[src/rtl/tone_pkg.sv]
// tone_pkg: shared types and constants for the tone detector.
//   NUM_NOTES   - number of keys recognised (C4..B4).
//   note_t      - 4-bit note index, 0 = C4 .. 11 = B4.
//   state_t     - detector FSM states.
//   NOTE_PERIOD - tone period of each key in 100 MHz CLK cycles.
//   note_onehot - note index to one-hot key vector.
package tone_pkg;

  localparam int NUM_NOTES = 12;

  typedef logic [3:0] note_t;

  typedef enum logic [1:0] {
    SILENT  = 2'd0,
    ACQUIRE = 2'd1,
    LOCKED  = 2'd2
  } state_t;

  // Same table the keyboard tone generator divides by, so a loopback
  // tone lands in the centre of its window.
  localparam int unsigned NOTE_PERIOD [NUM_NOTES] = '{
    382225, 360772, 340524, 321412, 303372, 286346,
    270275, 255105, 240788, 227273, 214517, 202477
  };

  function automatic logic [NUM_NOTES-1:0] note_onehot(input note_t idx);
    logic [NUM_NOTES-1:0] one;
    one = {{(NUM_NOTES-1){1'b0}}, 1'b1};
    return one << idx;
  endfunction

endpackage

[src/rtl/period_classifier.sv]
// period_classifier: maps a measured period to the key whose window holds it.
//   period (in)  PERIOD_W  measured rising-edge-to-rising-edge period.
//   hit    (out) 1         some key window contains period.
//   index  (out) 4         matching key index; 0 when hit is low.
// Window for key k is NOTE_PERIOD[k] +/- (NOTE_PERIOD[k] >> TOL_SHIFT).
// PERIOD_SHIFT scales the whole table down (0 = native 100 MHz periods),
// which lets the same detector follow a proportionally faster tone.
module period_classifier
  import tone_pkg::*;
#(
  parameter int PERIOD_W     = 20,
  parameter int TOL_SHIFT    = 6,
  parameter int PERIOD_SHIFT = 0
) (
  input  logic [PERIOD_W-1:0] period,
  output logic                hit,
  output note_t               index
);

  logic [NUM_NOTES-1:0] match;

  // Range compare one bit wider than the counter, so T + tol never wraps.
  for (genvar gi = 0; gi < NUM_NOTES; gi++) begin : g_win
    localparam int unsigned TARGET = NOTE_PERIOD[gi] >> PERIOD_SHIFT;
    localparam int unsigned TOL    = TARGET >> TOL_SHIFT;
    localparam logic [PERIOD_W:0] LO = (PERIOD_W+1)'(TARGET - TOL);
    localparam logic [PERIOD_W:0] HI = (PERIOD_W+1)'(TARGET + TOL);

    assign match[gi] = ({1'b0, period} >= LO) && ({1'b0, period} <= HI);
  end

  // Windows are disjoint, so at most one bit of match is set; the
  // descending scan is only a cheap encoder.
  always_comb begin
    hit   = 1'b0;
    index = '0;
    for (int k = NUM_NOTES - 1; k >= 0; k--) begin
      if (match[k]) begin
        hit   = 1'b1;
        index = note_t'(k);
      end
    end
  end

endmodule

[src/rtl/tone_detector.sv]
// tone_detector: recovers which of the 12 keyboard keys produced a square tone.
//   CLK     (in)  1   system clock, 100 MHz.
//   RST     (in)  1   synchronous, active-high reset.
//   tone_in (in)  1   asynchronous square-wave tone.
//   button  (out) 12  one-hot detected key, all zero when not valid.
//   note    (out) 4   detected key index 0..11, 0 when not valid.
//   valid   (out) 1   high while locked on a key.
// The tone is synchronised, its rising-edge period measured, classified
// against the key table, and the result reported after MATCH_CNT
// consecutive periods agree. TIMEOUT_CYC cycles without an edge means
// silence.
// Build option TONE_DET_HYST_EN: when defined, a locked detector tolerates
// one isolated non-matching period (held in miss_reg) and drops lock only
// on the second consecutive one.
module tone_detector
  import tone_pkg::*;
#(
  parameter int PERIOD_W     = 20,
  parameter int MATCH_CNT    = 3,
  parameter int TOL_SHIFT    = 6,
  parameter int TIMEOUT_CYC  = 1000000,
  parameter int PERIOD_SHIFT = 0
) (
  input  logic                 CLK,
  input  logic                 RST,
  input  logic                 tone_in,
  output logic [NUM_NOTES-1:0] button,
  output note_t                note,
  output logic                 valid
);

  localparam logic [PERIOD_W-1:0] TIMEOUT_V = PERIOD_W'(TIMEOUT_CYC);
  localparam logic [PERIOD_W-1:0] CNT_ONE   = PERIOD_W'(1);
  localparam logic [2:0]          MATCH_V   = 3'(MATCH_CNT);

  logic                 sync1_reg, sync2_reg, prev_reg;
  logic [PERIOD_W-1:0]  cnt_reg;
  state_t               state_reg;
  note_t                cand_reg;
  logic [2:0]           mcnt_reg;
  logic                 valid_reg;
  note_t                note_reg;
  logic [NUM_NOTES-1:0] button_reg;
`ifdef TONE_DET_HYST_EN
  logic                 miss_reg;
`endif

  logic       rise;
  logic       timeout;
  logic       cls_hit;
  note_t      cls_idx;
  logic [2:0] acq_mcnt;
  logic       acq_lock;
  logic       lock_match;
  logic       drop_lock;

  assign rise    = sync2_reg & ~prev_reg;
  assign timeout = (cnt_reg == TIMEOUT_V);

  // cnt_reg holds the period only in the cycle rise is high; the
  // classifier output is ignored in every other cycle.
  period_classifier #(
    .PERIOD_W     (PERIOD_W),
    .TOL_SHIFT    (TOL_SHIFT),
    .PERIOD_SHIFT (PERIOD_SHIFT)
  ) u_classifier (
    .period (cnt_reg),
    .hit    (cls_hit),
    .index  (cls_idx)
  );

  // Agreement count after this period: a miss clears it, a new note
  // restarts it at 1, a repeat of the candidate extends the run.
  always_comb begin
    acq_mcnt = 3'd0;
    if (cls_hit) begin
      if ((cls_idx == cand_reg) && (mcnt_reg != 3'd0)) begin
        acq_mcnt = mcnt_reg + 3'd1;
      end else begin
        acq_mcnt = 3'd1;
      end
    end
  end

  assign acq_lock   = (acq_mcnt == MATCH_V);
  assign lock_match = cls_hit && (cls_idx == note_reg);

`ifdef TONE_DET_HYST_EN
  assign drop_lock = !lock_match && miss_reg;
`else
  assign drop_lock = !lock_match;
`endif

  always_ff @(posedge CLK) begin
    if (RST) begin
      sync1_reg  <= 1'b0;
      sync2_reg  <= 1'b0;
      prev_reg   <= 1'b0;
      cnt_reg    <= '0;
      state_reg  <= SILENT;
      cand_reg   <= '0;
      mcnt_reg   <= 3'd0;
      valid_reg  <= 1'b0;
      note_reg   <= '0;
      button_reg <= '0;
`ifdef TONE_DET_HYST_EN
      miss_reg   <= 1'b0;
`endif
    end else begin
      sync1_reg <= tone_in;
      sync2_reg <= sync1_reg;
      prev_reg  <= sync2_reg;

      // Counting restarts at 1 so the value seen on the next edge is the
      // exact cycle distance between the two edges.
      if (rise) begin
        cnt_reg <= CNT_ONE;
      end else if (!timeout) begin
        cnt_reg <= cnt_reg + CNT_ONE;
      end

      // An edge takes precedence over a timeout in the same cycle.
      if (rise) begin
        case (state_reg)
          SILENT: begin
            // No previous edge, so the counter holds no period yet.
            state_reg <= ACQUIRE;
            mcnt_reg  <= 3'd0;
          end
          ACQUIRE: begin
            mcnt_reg <= acq_mcnt;
            if (cls_hit) begin
              cand_reg <= cls_idx;
            end
            if (acq_lock) begin
              state_reg  <= LOCKED;
              valid_reg  <= 1'b1;
              note_reg   <= cls_idx;
              button_reg <= note_onehot(cls_idx);
`ifdef TONE_DET_HYST_EN
              miss_reg   <= 1'b0;
`endif
            end
          end
          LOCKED: begin
`ifdef TONE_DET_HYST_EN
            // First stray period only arms the flag; a match disarms it.
            miss_reg <= !lock_match && !miss_reg;
`endif
            if (drop_lock) begin
              // The dropping period seeds the next acquisition.
              state_reg  <= ACQUIRE;
              valid_reg  <= 1'b0;
              note_reg   <= '0;
              button_reg <= '0;
              mcnt_reg   <= cls_hit ? 3'd1 : 3'd0;
              if (cls_hit) begin
                cand_reg <= cls_idx;
              end
            end
          end
          default: begin
            state_reg <= SILENT;
          end
        endcase
      end else if (timeout) begin
        state_reg  <= SILENT;
        mcnt_reg   <= 3'd0;
        valid_reg  <= 1'b0;
        note_reg   <= '0;
        button_reg <= '0;
`ifdef TONE_DET_HYST_EN
        miss_reg   <= 1'b0;
`endif
      end
    end
  end

  assign valid  = valid_reg;
  assign note   = note_reg;
  assign button = button_reg;

endmodule

[config.mk]
export PLATFORM = sky130hd
export DESIGN_NAME = tone_detector
export DESIGN_NICKNAME = d
export VERILOG_FILES = /design/src/rtl/tone_pkg.sv /design/src/rtl/period_classifier.sv /design/src/rtl/tone_detector.sv
export SDC_FILE = /design/constraint.sdc
export NUM_CORES = 1
export LEC_CHECK = 0
export ABC_CLOCK_PERIOD_IN_PS = 8600
export BUFFER_PORTS_ARGS = -buffer_cell sky130_fd_sc_hd__buf_2
export CORE_ASPECT_RATIO = 0.8
export CORE_UTILIZATION = 65
export DETAILED_ROUTE_END_ITERATION = 12
export PLACE_DENSITY = 0.81
export SLEW_MARGIN = 15
export SYNTH_ARGS = -nofsm -noshare
export SYNTH_HDL_FRONTEND = slang
export SYNTH_SLANG_ARGS = --single-unit
[constraint.sdc]
create_clock -name CLK -period 8.6 [get_ports CLK]
set_clock_uncertainty 0.15 [all_clocks]
set_input_delay 1.72 -clock CLK [delete_from_list [all_inputs] [get_ports CLK]]
set_output_delay 1.72 -clock CLK [all_outputs]
set_load 0.01 [all_outputs]
### Yosys cells after proc, flatten, opt, wreduce, memory -nomap -nowiden

Index checks and enable logic that the tools add are counted.

* bits in registers: 49
* output and inout port bits: 17

* $add $sub $neg: 2
* order comparisons: 24
* equality and inequality tests: 12
* shift-type cells: 1
* muxes and demuxes: 56
* bitwise logic cells: 2
* reductions and logical operators: 23

Operators with widths (number)
* $ge 20x19->1 const B: 7
* $le 20x19->1 const B: 7
* $ge 20x18->1 const B: 5
* $le 20x18->1 const B: 5
* $mux 4: 18
* $mux 12: 4
* $pmux 12 s2: 1
* $add 20x1->20 const B: 1
* $eq 20x20->1 const B: 1
* $mux 1: 19
* $pmux 4 s2: 2
* $mux 3: 5
* $logic_and 1x1->1: 14
* $shl 1x4->12 const A: 1
* $pmux 3 s3: 1
* $reduce_and 3->1: 3
* $eq 4x4->1: 2
* $mux 2: 4
* $ne 3x3->1 const B: 2
* $pmux 2 s3: 1
* $ne 2x2->1 const B: 2
* $ne 4x1->1 const B: 1
* $reduce_and 4->1: 1
* $reduce_bool 2->1: 2
* other kinds (11): 11

### Depth between registers and ports, before layout

Gate-level depths: netlist (run 1).

* word-level depth: 22
* mapped depth: 16
* mapped depth without buffers: 12

### Modules after synthesis

From an unflattened synthesis (run 1), not the netlist that was laid out.

* cell total of the unflattened synthesis: 540
* area total of the unflattened synthesis: 4063.9 sq um

Modules (own cells, without submodules)
* tone_detector: times used 1, cells an instance 276, area an instance 2521.2 sq um
* period_classifier: times used 1, cells an instance 264, area an instance 1542.7 sq um

### Worst setup path after synthesis (run 1)

OpenSTA, ideal clock, no wires.

* path kind: flip-flop to flip-flop
* start: register cnt_reg[15]
* end: register note_reg[3], in the netlist note[3]
* library setup time: 0.123 ns
* arrival: 3.682 ns
* path slack: 4.644 ns
* cell stages (with the launch flop): 13
* path buffers: 2
* cell sequence: dfxtp_1 or4_1 or3_1 or4b_1 a32oi_2 nor4_2 a221o_1 or2_0 or4_1 buf_2 and3_1 buf_6 mux2_1

* word-level cells in the longest chain between the ends: 21

RTL lines
* start, declared: line tone_detector.sv:37 `logic [PERIOD_W-1:0] cnt_reg;`
* start signal, assigned: line tone_detector.sv:119 `cnt_reg <= cnt_reg + CNT_ONE;`
* $ge 20x18->1 or $le 20x18->1 (tied branches): line period_classifier.sv:29 `assign match[gi] = ({1'b0, period} >= LO) && ({1'b0, period} <= HI);`
* $logic_and 1x1->1: line period_classifier.sv:29
* $mux 4 (12 in a row): line period_classifier.sv:38 `if (match[k]) begin`
* $eq 4x4->1: line tone_detector.sv:77 `if ((cls_idx == cand_reg) && (mcnt_reg != 3'd0)) begin`
* $logic_and 1x1->1: line tone_detector.sv:77
* $mux 3: line tone_detector.sv:77
* $mux 3: line tone_detector.sv:76 `if (cls_hit) begin`
* $eq 3x2->1: line tone_detector.sv:85 `assign acq_lock = (acq_mcnt == MATCH_V);`
* $ne 3x3->1 (no line)
* $reduce_and 4->1 (no line)
* end signal, assigned: line tone_detector.sv:138 `note_reg <= cls_idx;`
* end, declared: line tone_detector.sv:42 `note_t note_reg;`

Several ways; a longest one is shown, not always the timed one. The select of a mux whose other input is x is not followed.
A chain may end at the register's enable or synchronous reset.

### Worst setup path in the final report (run 1)

* start: register cnt_reg[13]
* end: register note_reg[3], in the netlist note[3]

Same word-level chain as after synthesis.

==> results of run 1 <==
==> logic make-up (layout without fill, tap and decap cells) <==
logic type	after synthesis	after routing
fa+ha+maj	10	10
flops	49	49
mux	19	19
simple gates	267	267
xor+xnor	21	21
buf+inv	55	44
compound gates	113	113
==> layer usage <==
metal,vias to the layer above,wire [microns],track usage
li1,1952,-,-
met5,-,0,0
met4,0,351,0.120
met3,52,1670,0.117
met2,306,5060,0.562
met1,1950,5450,0.548
==> where the power goes <==
part	internal [mW]	switching (mW)	leakage, nW
Sequential	0.229	0.00260	0.396
Combinational	0.0112	0.0195	0.966
Clock	0.0611	0.0932	0.0506
==> area by class of cell <==
type	count	area (sq um)
timing repair buffer	22	118
sequential	49	981
inverter	14	52.6
multi-input combinational	430	2810
fill	495	1780
clock buffer	5	68.8
tap	81	101
clock inverter	3	28.8
==> cells in the final DEF, fill, tap and decap left out, types with 5 or more instances in the layout <==
master / n
a211oi_1: 8
a21oi_1: 23
a31oi_1: 6
and2_1: 9
and3_1: 6
buf_2: 19
clkbuf_8: 5
dfxtp_1: 49
ha_1: 10
inv_1: 14
mux2i_1: 18
nand2_1: 38
nand2b_1: 25
nand3_1: 17
nand4_1: 19
nor2_1: 59
nor2b_1: 10
nor3_1: 16
nor3b_1: 5
nor4_1: 13
nor4b_1: 5
nor4bb_1: 7
o21ai_0: 16
or2_1: 7
or3_1: 7
or4_1: 8
xnor2_1: 13
xor2_1: 8
==> final timing paths <==
check	startpoint	end	depth (start not counted)
max	cnt_reg[13]$_SDFFE_PP0P_	note[3]$_SDFFE_PP0P_	10
min	sync1_reg$_SDFF_PP0_	sync2_reg$_SDFF_PP0_	1
max reg2reg	cnt_reg[13]$_SDFFE_PP0P_	note[3]$_SDFFE_PP0P_	10
min reg2reg	sync1_reg$_SDFF_PP0_	sync2_reg$_SDFF_PP0_	1
==> stage by stage <==
step | power [mW] | utilization | hold WS [ns] | worst slack [ns] | instances
after global placement | 0.265 | 0.684 | 0.308 | 3.63 | 596
after CTS | 0.417 | 0.701 | 0.327 | 3.45 | 604
after global routing | 0.427 | 0.701 | 0.349 | 3.16 | 604
final | 0.416 | 0.701 | 0.331 | 3.34 | 604
after floorplan | 0.259 | - | 0.264 | 4.64 | 534
after detailed placement | 0.266 | 0.684 | 0.308 | 3.47 | 596
==> worst register-to-register path, cell delays in order, from the launching register on <==
cell	delay, ns
dfxtp_1	0.86
or4bb_1	0.53
or3_1	0.33
or4b_1	0.49
a32oi_2	0.28
nor4_2	0.15
xnor2_1	0.19
a211o_1	0.37
o311ai_1	0.54
and3_1	0.89
mux2_1	0.39
==> impl_metrics.csv, run 1 <==
group,metric,value,unit
logic_synthesis,seq_area_frac_synth,0.244,
sta,hold_viol_final,0,
die,start_util,0.677,
clocking,cts_tree,"done",
sta,period_share,0.612,
logic_synthesis,synthTopCellsByCount,"59 x nor2_1, 49 x dfxtp_1, 38 x nand2_1, 30 x clkbuf_1, 25 x nand2b_1",
route,vias,4260,
sta,slew_headroom,0.359,
clocking,clkSinkCount,49,
sta,layout_min_cycle_time,5.26,ns
clocking,clk_latency,0.32,ns
critical_path,cp.arrival,5.33,ns
clocking,cts_setup_buffers,0,
global_route,grt_pass1_vias,3751,
min_path,hold_path_class,"register to register",
clocking,cts.path.max_buffers,2,
die,ioPinCount,20,
critical_path,cp-start-kind,"register",
route,drt_iter0_drc,846,
critical_path,crit_buf_inv,0,
route,vias_per_cell,7.05,
cells_and_area,final_layout_size_suffix_gt1_frac,0.0688,
global_route,grt_max_degree,35,
logic_synthesis,ys.warnings.count,0,
clocking,hold_buffers,0,
logic_synthesis,yosys.area.top_type_share,0.244,
clocking,post_cts_resized,0,
clocking,cts-buffers-inserted,5,
route,first_pass_iters,5,
logic_synthesis,synth_edf_count,0,
logic_synthesis,synth_seq_cells,49,
die,die_area,0.00651,sq mm
route,ant_nets,0,
power_and_ir_drop,power_density,100,mW/mm^2
logic_synthesis,syn-cell-area,0.00402,sq mm
sta,setup_tns,0,ns
global_route,grt_use_total,0.387,
clocking,cts.htree.levels,2,
cells_and_area,fin_nets,535,
critical_path,critPathMaxFanout,22,
logic_synthesis,synthAdderAreaFrac,0.0311,
global_route,gr-total-overflow,0,
flow_run,cap_violations,0,
critical_path,endpoint_kind,"register",
sta,drv_slew,0,
route,wire_per_inst,20.8,microns
logic_synthesis,synth.most_common_cell,"nor2_1",
placed_design,placed_area,0.00407,sq mm
sta,setup-violations-final,0,
critical_path,rrSetupSlack,3.34,ns
cells_and_area,fin_area,0.00416,sq mm
route,wirelength,12500,microns
cells_and_area,area_growth,3.55,%
cells_and_area,n_antenna_cell,0,
sta,fmax,0.190,GHz
logic_synthesis,synth_area_leaders,"dfxtp_1 24%, nor2_1 5.5%, mux2i_1 4.5%",
logic_synthesis,synthMuxAreaShare,0.0476,
critical_path,crit_slowest_cell,"and3_1",
logic_synthesis,ys_types,71,
critical_path,critPathTopFamily,"simple AND/OR/NAND/NOR gates",
critical_path,crit_chain,"or4bb_1, or3_1, or4b_1, a32oi_2, nor4_2, xnor2_1, a211o_1, o311ai_1, and3_1, mux2_1",
sta,rsz0062_at_grt,"false",
placed_design,dpl.hpwl,9060,microns
critical_path,crit_required,8.67,ns
global_route,antenna_found_initial,0,
die,row_count,25,
critical_path,critPathKind,"register to register",
power_and_ir_drop,ir_worst_vdd,0.0746,mV
global_route,grt_pass1_wl,19900,microns
logic_synthesis,ys_async_sr_fraction,0,
clocking,path_clk_slew,0.11,ns
logic_synthesis,syn_inst,534,
critical_path,cp_slowest_stage_delay,0.89,ns
outcome,outcome,"completed",
logic_synthesis,ys.flop_type,"dfxtp_1",
die,die_y,72.4,microns
clocking,cts_root_buf,"clkbuf_8",
logic_synthesis,synth-simple-area-share,0.371,
placed_design,io_buffers,19,
power_and_ir_drop,leakage,1.41,nW
placed_design,gp_congestion,1.08,
logic_synthesis,yosys.area_share.xor_xnor,0.0457,
logic_synthesis,synth-compound-area-share,0.204,
die,core,0.00594,sq mm
logic_synthesis,synth_top_family_by_area,"simple AND/OR/NAND/NOR gates",
sta,worstMarginPinSlew,0.961,ns
route,drc,0,
logic_synthesis,synth_top_area_cell,"dfxtp_1",
die,die_w,89.9,microns
logic_synthesis,syn_area_per_cell,7.53,sq um
cells_and_area,largest_reg_flops,20,
logic_synthesis,synth_nets,547,
Power figures use the tool's default switching activity.
==> run 2: changes to the inputs <==
--- a/config.mk
+++ b/config.mk
@@ -5,12 +5,12 @@
 export SDC_FILE = /design/constraint.sdc
 export NUM_CORES = 1
 export LEC_CHECK = 0
-export ABC_CLOCK_PERIOD_IN_PS = 8600
+export ABC_CLOCK_PERIOD_IN_PS = 5100
 export BUFFER_PORTS_ARGS = -buffer_cell sky130_fd_sc_hd__buf_2
 export CORE_ASPECT_RATIO = 0.8
-export CORE_UTILIZATION = 65
+export CORE_UTILIZATION = 62
 export DETAILED_ROUTE_END_ITERATION = 12
-export PLACE_DENSITY = 0.81
+export PLACE_DENSITY = 0.77
 export SLEW_MARGIN = 15
 export SYNTH_ARGS = -nofsm -noshare
 export SYNTH_HDL_FRONTEND = slang
==> constraint.sdc (replaced) <==
create_clock -name CLK -period 5.1 [get_ports CLK]
set_clock_uncertainty 0.15 [all_clocks]
set_input_delay 1.02 -clock CLK [delete_from_list [all_inputs] [get_ports CLK]]
set_output_delay 1.02 -clock CLK [all_outputs]
set_load 0.01 [all_outputs]
==> impl_metrics.csv, run 2 (same netlist as run 1, synthesis figures left out) <==
group,metric,value,unit
outcome,outcome,"completed",
cells_and_area,layout_commonest_cell,"nor2_1",
critical_path,cp.arrival,4.62,ns
critical_path,r2r-start,"cnt_reg[7]$_SDFFE_PP0P_",
sta,drv_slew,0,
critical_path,critPathMaxFanout,25,
route,vias,4344,
route,first_pass_iters,7,
critical_path,crit_chain,"nand3_1, o211ai_1, a31oi_1, a2111oi_2, nor4_2, a221o_1, or2_0, or4_1, and3_1, buf_4, mux2i_1",
die,ioPinCount,20,
cells_and_area,area_growth,5.35,%
sta,period_share,0.900,
cells_and_area,largest_reg_flops,20,
placed_design,dpl.hpwl,9440,microns
route,wirelength,12900,microns
placed_design,io_buffers,19,
global_route,grt_pass1_wl,19900,microns
power_and_ir_drop,leakage,1.46,nW
cells_and_area,nFillCells,505,
sta,slew_headroom,0.380,
die,die_y,74.0,microns
clocking,hold_buffers,0,
critical_path,crit_slowest_cell,"dfxtp_1",
route,ant_nets,0,
die,die_area,0.00681,sq mm
power_and_ir_drop,power_density,161,mW/mm^2
global_route,grt_use_total,0.375,
sta,hold_viol_final,0,
critical_path,startpoint,"cnt_reg[7]$_SDFFE_PP0P_",
critical_path,endpoint_kind,"register",
clocking,cts_tree,"done",
die,start_util,0.663,
clocking,clkSinkCount,49,
critical_path,crit_required,5.13,ns
cells_and_area,fin_nets,545,
critical_path,crit_end,"button[5]$_SDFFE_PP0P_",
clocking,clk_latency,0.31,ns
min_path,whs_path_depth,1,
critical_path,critPathKind,"register to register",
route,drc,0,
die,row_count,25,
global_route,grt_max_degree,35,
clocking,cts_setup_buffers,0,
cells_and_area,finalNonFillerCells,614,
die,core,0.00607,sq mm
flow_run,cap_violations,0,
clocking,cts-buffers-inserted,5,
power_and_ir_drop,ir_worst_vdd,0.180,mV
global_route,grt_pass1_vias,3737,
cells_and_area,n_antenna_cell,0,
global_route,gr-total-overflow,0,
sta,fmax,0.218,GHz
clocking,post_cts_resized,0,
global_route,antenna_found_initial,0,
sta,setup_tns,0,ns
route,vias_per_cell,7.07,
placed_design,gp_congestion,1.09,
route,drt_iter0_drc,738,
route,wire_per_inst,20.9,microns
critical_path,rrSetupSlack,0.51,ns
placed_design,dp_cells,606,
sta,rsz0062_at_grt,"false",
critical_path,r2r_cells,11,
critical_path,cp-start-kind,"register",
sta,layout_min_cycle_time,4.59,ns
clocking,cts.htree.levels,2,
clocking,cts_root_buf,"clkbuf_8",
clocking,path_clk_slew,0.09,ns
sta,setup-violations-final,0,
die,die_w,92.0,microns
sta,worstMarginPinSlew,0.928,ns
cells_and_area,final_layout_size_suffix_gt1_frac,0.0863,
clocking,cts.path.max_buffers,2,
critical_path,r2r-end,"button[5]$_SDFFE_PP0P_",
cells_and_area,layout_common_cells,"59 x nor2_1, 49 x dfxtp_1, 38 x nand2_1",
critical_path,cp_slowest_stage_delay,0.94,ns
min_path,hold_path_class,"register to register",
==> run 2: cell count changes in the layout (fill, tap and decap cells not counted), sizes merged <==
cell | before | now
buf | 22 | 32
clkinv | 1 | 0
clkinvlp | 0 | 2
inv | 16 | 15
==> run 2: worst max-delay path, delay by kind of cell, from the launching register on <==
kind                   cells  cell delay, ns
AO/OA/AOI/OAI              4            1.50
multiplexers               1            0.16
AND/OR/NAND/NOR            5            1.50
buffers and inverters      1            0.22
flip-flops                 1            0.94
==> run 2: where the power goes <==
part | switching (mW) | internal (mW) | total (mW)
logic | 0.0296 | 0.0190 | 0.0486
registers | 0.00644 | 0.386 | 0.392
clock network | 0.142 | 0.100 | 0.242
total | 0.178 | 0.505 | 0.683
==> run 2: worst min path at each step <==
stage,startpoint,slack (ns),to
final,sync1_reg$_SDFF_PP0_,0.31,sync2_reg$_SDFF_PP0_
after detailed placement,sync1_reg$_SDFF_PP0_,0.30,sync2_reg$_SDFF_PP0_
after global placement,sync1_reg$_SDFF_PP0_,0.27,sync2_reg$_SDFF_PP0_
after floorplan,sync1_reg$_SDFF_PP0_,0.26,sync2_reg$_SDFF_PP0_
after CTS,sync1_reg$_SDFF_PP0_,0.31,sync2_reg$_SDFF_PP0_
after global routing,sync1_reg$_SDFF_PP0_,0.33,sync2_reg$_SDFF_PP0_
==> run 2: final cells by class <==
cell class                      count  area [sq um]  area share
Clock buffer                        5          68.8      0.0162
Clock inverter                      3          26.3     0.00620
Inverter                           14          52.6      0.0124
Multi-Input combinational cell    430          2810       0.664
Sequential cell                    49           981       0.232
Tap cell                           81           101      0.0239
Timing Repair Buffer               32           193      0.0455
==> run 2: metal layers <==
| layer | wire length [microns] | vias up | track usage |
|---|---|---|---|
| li1 | - | 1979 | - |
| met1 | 5390 | 1931 | 0.523 |
| met3 | 1910 | 62 | 0.124 |
| met4 | 399 | 0 | 0.0990 |
| met2 | 5170 | 372 | 0.560 |
| met5 | 0 | - | 0 |
==> run 2: stage by stage <==
| stage | utilization | area (sq um) | setup WS (ns) | hold WS, ns | power, mW |
|---|---|---|---|---|---|
| final | 0.698 | 4240 | 0.512 | 0.310 | 0.683 |
| after floorplan | - | 4020 | 1.14 | 0.264 | 0.436 |
| after CTS | 0.698 | 4240 | 0.657 | 0.312 | 0.685 |
| after detailed placement | 0.682 | 4140 | 0.674 | 0.298 | 0.448 |
| after global routing | 0.698 | 4240 | 0.390 | 0.330 | 0.708 |
| after global placement | 0.682 | 4140 | 0.669 | 0.270 | 0.446 |
